File: src/rtl/uart_result_framer_pkg.sv
// Shared types and frame constants for the UART result framer.
// Frame layout: HEADER, LEN (=n+1), CMD_RESULT, payload, FOOTER.
package Definitions;

  localparam logic [7:0] HEADER     = 8'hFE;
  localparam logic [7:0] CMD_RESULT = 8'h05;
  localparam logic [7:0] FOOTER     = 8'hEF;

  typedef enum logic [2:0] {
    ST_IDLE,
    ST_HDR,
    ST_LEN,
    ST_CMD,
    ST_POP,
    ST_LATCH,
    ST_DATA,
    ST_FTR
  } frame_state_t;

  typedef enum logic [1:0] {
    HS_ISSUE,
    HS_WAIT_LOW,
    HS_WAIT_HIGH
  } hs_state_t;

endpackage

File: src/rtl/uart_result_framer_handshake.sv
// Sends one byte to the UART transmitter and waits for it to complete.
// state        | meaning
// HS_ISSUE     | wait for tx_ready, then strobe tx_send with the byte
// HS_WAIT_LOW  | wait for the UART to report busy (tx_ready low)
// HS_WAIT_HIGH | wait for the UART to go idle again; byte_done
module uart_tx_byte_handshake
  import Definitions::*;
#(
  parameter int WORD_LENGHT = 8
) (
  input  logic                   clk,
  input  logic                   reset,
  input  logic                   go,
  input  logic [WORD_LENGHT-1:0] byte_in,
  input  logic                   tx_ready,
  output logic                   tx_send,
  output logic [WORD_LENGHT-1:0] tx_data,
  output logic                   byte_done
);

  hs_state_t state, state_nxt;
  logic [WORD_LENGHT-1:0] data_q;

  always_ff @(posedge clk or negedge reset) begin
    if (!reset) state <= HS_ISSUE;
    else        state <= state_nxt;
  end

  always_comb begin
    state_nxt = state;
    case (state)
      HS_ISSUE:     if (go && tx_ready) state_nxt = HS_WAIT_LOW;
      HS_WAIT_LOW:  if (!tx_ready)      state_nxt = HS_WAIT_HIGH;
      HS_WAIT_HIGH: if (tx_ready)       state_nxt = HS_ISSUE;
      default:                          state_nxt = HS_ISSUE;
    endcase
  end

  // tx_data shows the new byte in the issue cycle itself, then the held copy
  always_comb begin
    tx_send   = (state == HS_ISSUE) && go && tx_ready;
    byte_done = (state == HS_WAIT_HIGH) && tx_ready;
    tx_data   = tx_send ? byte_in : data_q;
  end

  always_ff @(posedge clk or negedge reset) begin
    if (!reset)       data_q <= '0;
    else if (tx_send) data_q <= byte_in;
  end

endmodule

File: src/rtl/uart_result_framer.sv
// Pops n result bytes from the output FIFO and sends them as one framed
// packet over the UART byte handshake.
// state    | meaning
// ST_IDLE  | waiting for start; n latched on accept
// ST_HDR   | sending HEADER
// ST_LEN   | sending n+1
// ST_CMD   | sending CMD_RESULT
// ST_POP   | pop one FIFO byte (stall while empty)
// ST_LATCH | capture popped FIFO data
// ST_DATA  | sending payload byte
// ST_FTR   | sending FOOTER; done when it completes
module uart_result_framer
  import Definitions::*;
#(
  parameter int                   WORD_LENGHT = 8,
  parameter logic [WORD_LENGHT-1:0] HDR_BYTE  = Definitions::HEADER,
  parameter logic [WORD_LENGHT-1:0] CMD_BYTE  = Definitions::CMD_RESULT,
  parameter logic [WORD_LENGHT-1:0] FTR_BYTE  = Definitions::FOOTER
) (
  input  logic                   clk,
  input  logic                   reset,
  input  logic                   start,
  input  logic [3:0]             n,
  input  logic [WORD_LENGHT-1:0] fifo_data,
  input  logic                   fifo_empty,
  output logic                   fifo_pop,
  input  logic                   tx_ready,
  output logic                   tx_send,
  output logic [WORD_LENGHT-1:0] tx_data,
  output logic                   busy,
  output logic                   done
);

  frame_state_t state, state_nxt;
  logic [3:0]             count_q;
  logic [WORD_LENGHT-1:0] data_q;
  logic [WORD_LENGHT-1:0] byte_sel;
  logic [WORD_LENGHT-1:0] len_byte;
  logic                   go;
  logic                   byte_done;

  assign len_byte = WORD_LENGHT'(count_q) + WORD_LENGHT'(1);

  always_ff @(posedge clk or negedge reset) begin
    if (!reset) state <= ST_IDLE;
    else        state <= state_nxt;
  end

  always_comb begin
    state_nxt = state;
    case (state)
      ST_IDLE:  if (start)      state_nxt = ST_HDR;
      ST_HDR:   if (byte_done)  state_nxt = ST_LEN;
      ST_LEN:   if (byte_done)  state_nxt = ST_CMD;
      ST_CMD:   if (byte_done)  state_nxt = (count_q == 4'd0) ? ST_FTR : ST_POP;
      ST_POP:   if (!fifo_empty) state_nxt = ST_LATCH;
      ST_LATCH:                 state_nxt = ST_DATA;
      ST_DATA:  if (byte_done)  state_nxt = (count_q == 4'd1) ? ST_FTR : ST_POP;
      ST_FTR:   if (byte_done)  state_nxt = ST_IDLE;
      default:                  state_nxt = ST_IDLE;
    endcase
  end

  always_comb begin
    go       = 1'b0;
    byte_sel = '0;
    case (state)
      ST_HDR:  begin go = 1'b1; byte_sel = HDR_BYTE; end
      ST_LEN:  begin go = 1'b1; byte_sel = len_byte; end
      ST_CMD:  begin go = 1'b1; byte_sel = CMD_BYTE; end
      ST_DATA: begin go = 1'b1; byte_sel = data_q;   end
      ST_FTR:  begin go = 1'b1; byte_sel = FTR_BYTE; end
      default: ;
    endcase
    fifo_pop = (state == ST_POP) && !fifo_empty;
    busy     = (state != ST_IDLE);
    done     = (state == ST_FTR) && byte_done;
  end

  // count holds the payload bytes still to send; it equals n while in LEN
  always_ff @(posedge clk or negedge reset) begin
    if (!reset) begin
      count_q <= 4'd0;
      data_q  <= '0;
    end else begin
      if (state == ST_IDLE && start)
        count_q <= n;
      else if (state == ST_DATA && byte_done)
        count_q <= count_q - 4'd1;
      if (state == ST_LATCH)
        data_q <= fifo_data;
    end
  end

  uart_tx_byte_handshake #(
    .WORD_LENGHT (WORD_LENGHT)
  ) u_handshake (
    .clk       (clk),
    .reset     (reset),
    .go        (go),
    .byte_in   (byte_sel),
    .tx_ready  (tx_ready),
    .tx_send   (tx_send),
    .tx_data   (tx_data),
    .byte_done (byte_done)
  );

endmodule
File: config.mk
export PLATFORM = sky130hd
export DESIGN_NAME = uart_result_framer
export DESIGN_NICKNAME = d
export VERILOG_FILES = /design/src/rtl/uart_result_framer_pkg.sv /design/src/rtl/uart_result_framer_handshake.sv /design/src/rtl/uart_result_framer.sv
export SDC_FILE = /design/constraint.sdc
export NUM_CORES = 1
export LEC_CHECK = 0
export CAP_MARGIN = 20
export CORE_MARGIN = 2
export CORE_UTILIZATION = 54
export DETAILED_ROUTE_END_ITERATION = 16
export PLACE_DENSITY = 0.88
export RECOVER_POWER = 25
export SLEW_MARGIN = 20
export SYNTH_ARGS = -nofsm -noshare
export SYNTH_HDL_FRONTEND = slang
export SYNTH_HIERARCHICAL = 1
export SYNTH_SLANG_ARGS = --single-unit
File: constraint.sdc
create_clock -name clk -period 3.8 [get_ports clk]
set_clock_uncertainty 0.1 [all_clocks]
set_input_delay 0.76 -clock clk [delete_from_list [all_inputs] [get_ports clk]]
set_output_delay 0.76 -clock clk [all_outputs]
set_load 0.02 [all_outputs]
==> results.json <==
{
  "ctsHoldBuffers": 0,
  "power_leakage_nw": 0.699,
  "final_cell_area_um2": 1720,
  "setup_viol": 0,
  "fill_cells": 174,
  "synth.most_common_cell": "dfrtp_1",
  "critPathMaxStageDelay_ps": 560,
  "crit_chain": "clkdlybuf4s50_1, nor4bb_1, buf_4, mux2_2, clkdlybuf4s50_1",
  "wl_um": 2960,
  "core_area_um2": 2450,
  "post-cts-setup-buffers": 0,
  "dpl.hpwl_um": 2170,
  "ys_seq_elements": 25,
  "synth_top_area_share": 0.448,
  "area_growth_pct": 23.1,
  "ir_drop_v": 0.000687,
  "viasPerCell": 5.84,
  "tightest_slew_ps": 1310,
  "clk_pin_slew_ps": 150,
  "cts_resized": 0,
  "critPathMaxFanout": 9,
  "maxCapViolCount": 0,
  "grt_pass1_wl_um": 4870,
  "slew_violations": 0,
  "synth_cell_types": 38,
  "placed_cell_area_um2": 1690,
  "syn_area_um2": 1400,
  "synthFlopType": "dfrtp_1",
  "syn-instance-count": 126,
  "numCtsBuffers": 3,
  "crit_path_frequent_cell": "clkdlybuf4s50_1",
  "ant_nets": 0,
  "synth_edf_count": 0,
  "gp_congestion": 0.872,
  "yosys.area.top_type": "dfrtp_1",
  "powerDensity_nw_per_um2": 793,
  "rsz0062_at_grt": "no",
  "clock_sinks": 25,
  "end_kind": "output pin",
  "ys_async_sr_fraction": 1.00,
  "die_h_um": 54.8,
  "outcome": "finished, final reports clean",
  "gr-total-overflow": 0,
  "power_mw": 1.36,
  "io_pins": 29,
  "crit_type": "primary input to output pin",
  "worst-path-buf-inv": 3,
  "htree_levels": 1,
  "hold_viol": 0,
  "route.detailed.drc": 0,
  "drtPass1Iterations": 4,
  "setup_tns_ps": 0,
  "clk_latency_ps": 330,
  "wl_per_cell_um": 16.1,
  "fmax_mhz": 287,
  "cpMaxStageDelayCell": "clkdlybuf4s50_1",
  "nNetsFinal": 176,
  "ys_warn_count": 6,
  "cp_data_arrival_time_ps": 2630,
  "first_iter_violations": 33,
  "holdCritPathClass": "register to register",
  "clockBufferDepth": 2,
  "ys_seq_area_frac": 0.448,
  "crit_family": "buffers and inverters",
  "cts_tree": "built",
  "synth_top_cells_by_count": "25 x dfrtp_1, 19 x mux2_2, 10 x o21ai_0",
  "worstPathRequired_ps": 2940,
  "period_needed_ps": 3490,
  "syn_area_per_cell_um2": 11.1,
  "start_util": 0.568,
  "layout-drive-gt1-share": 0.208,
  "grt_pass1_vias": 1051,
  "antenna_found_initial": 0,
  "post-route-util": 0.700,
  "n_antenna_cell": 0,
  "dieArea_um2": 3010,
  "grt_max_degree": 26,
  "vias": 1074,
  "syn_nets": 147,
  "groute.usage.overall": 0.232,
  "num_rows": 18,
  "crit_path_start_kind": "primary input",
  "io_buffer_count": 28,
  "fin_crit_sh": 0.918,
  "fp.dieW_um": 54.8,
  "cts_root_buf": "clkbuf_4",
  "yosys-top-cells-area": "dfrtp_1 45%, mux2_2 15%, ha_1 3.6%",
  "slew_headroom": 0.129
}
## state kept, by name, summed over array words and instances, names as in the netlist
name,flops
u_handshake/state,2
data_q,8
u_handshake/data_q,8
count_q,4
state,3
## placed cells by master (no fill, tap or decap), types with 2 or more instances in the layout
cell / instances
o211ai_1: 2
xor2_1: 2
and2_1: 2
nor4b_1: 3
o21ai_0: 10
dfrtp_1: 25
xnor2_1: 4
buf_4: 4
a22o_1: 2
ha_1: 4
nand2b_1: 3
nor2_1: 7
o21a_1: 2
nand3_1: 4
inv_1: 3
or3_1: 2
mux2_2: 19
clkdlybuf4s50_1: 27
nor2b_1: 2
clkbuf_4: 3
nand2_1: 6
## power breakdown
group | switching [mW] | internal, mW
clock | 0.0853 | 0.0402
combinational | 0.376 | 0.384
sequential | 0.0859 | 0.390
## worst register-to-register path, stage by stage, from the launching register on
cell and delay (ps):
dfrtp_1 440, and3b_1 380, nand4b_2 240, or4_1 510, nand3_1 90
## layout make-up
cell class                 instances  area [um2]  share of cell area
multi-input combinational         90         709               0.413
sequential                        25         626               0.364
timing repair buffer              32         304               0.177
tap                               30        37.5              0.0218
clock buffer                       3        22.5              0.0131
inverter                           3        11.3             0.00655
clock inverter                     1        7.51             0.00437
## cells by family (layout without fill, tap and decap cells)
group,count (synthesis),after routing,share of synthesized area
AOI/OAI and AO/OA,19,19,0.0852
xor gates and xnor gates,6,6,0.0377
adders and majority gates,4,4,0.0359
buffers and inverters,11,39,0.0430
DFF,25,25,0.448
muxes,20,20,0.161
and+or+nand+nor,41,41,0.189
## metrics by stage
| step | std cells | hold WS [ps] | setup WS (ps) |
|---|---|---|---|
| 6_report | 184 | 414 | 311 |
| 5_1_grt | 184 | 438 | 213 |
| 4_1_cts | 184 | 418 | 306 |
| 3_5_place_dp | 180 | 384 | 305 |
| 3_3_place_gp | 180 | 377 | 341 |
| 2_1_floorplan | 126 | 364 | 1270 |
## per-layer routing
| metal | share of wire | vias to the layer above | global-route usage |
|---|---|---|---|
| li1 | - | 502 | - |
| met5 | 0 | - | 0 |
| met2 | 0.55 | 39 | 0.411 |
| met4 | 0.011 | 0 | 0.100 |
| met1 | 0.39 | 529 | 0.276 |
| met3 | 0.051 | 4 | 0.0328 |
## path summary, 6_finish.rpt
kind | start | endpoint | slack (ps) | depth (start not counted)
setup / recovery | tx_ready | tx_data[7] | 310 | 5
hold / removal | u_handshake/state[1] | u_handshake/state[0] | 410 | 1
setup reg to reg | u_handshake/state[0] | count_q[3] | 1970 | 4
hold reg to reg | u_handshake/state[1] | u_handshake/state[0] | 410 | 1
max in group asynchronous | reset | data_q[4] | 2240 | 1
min in group asynchronous | reset | data_q[3] | 570 | 1
Note: power is estimated with default switching activity, not from simulation.
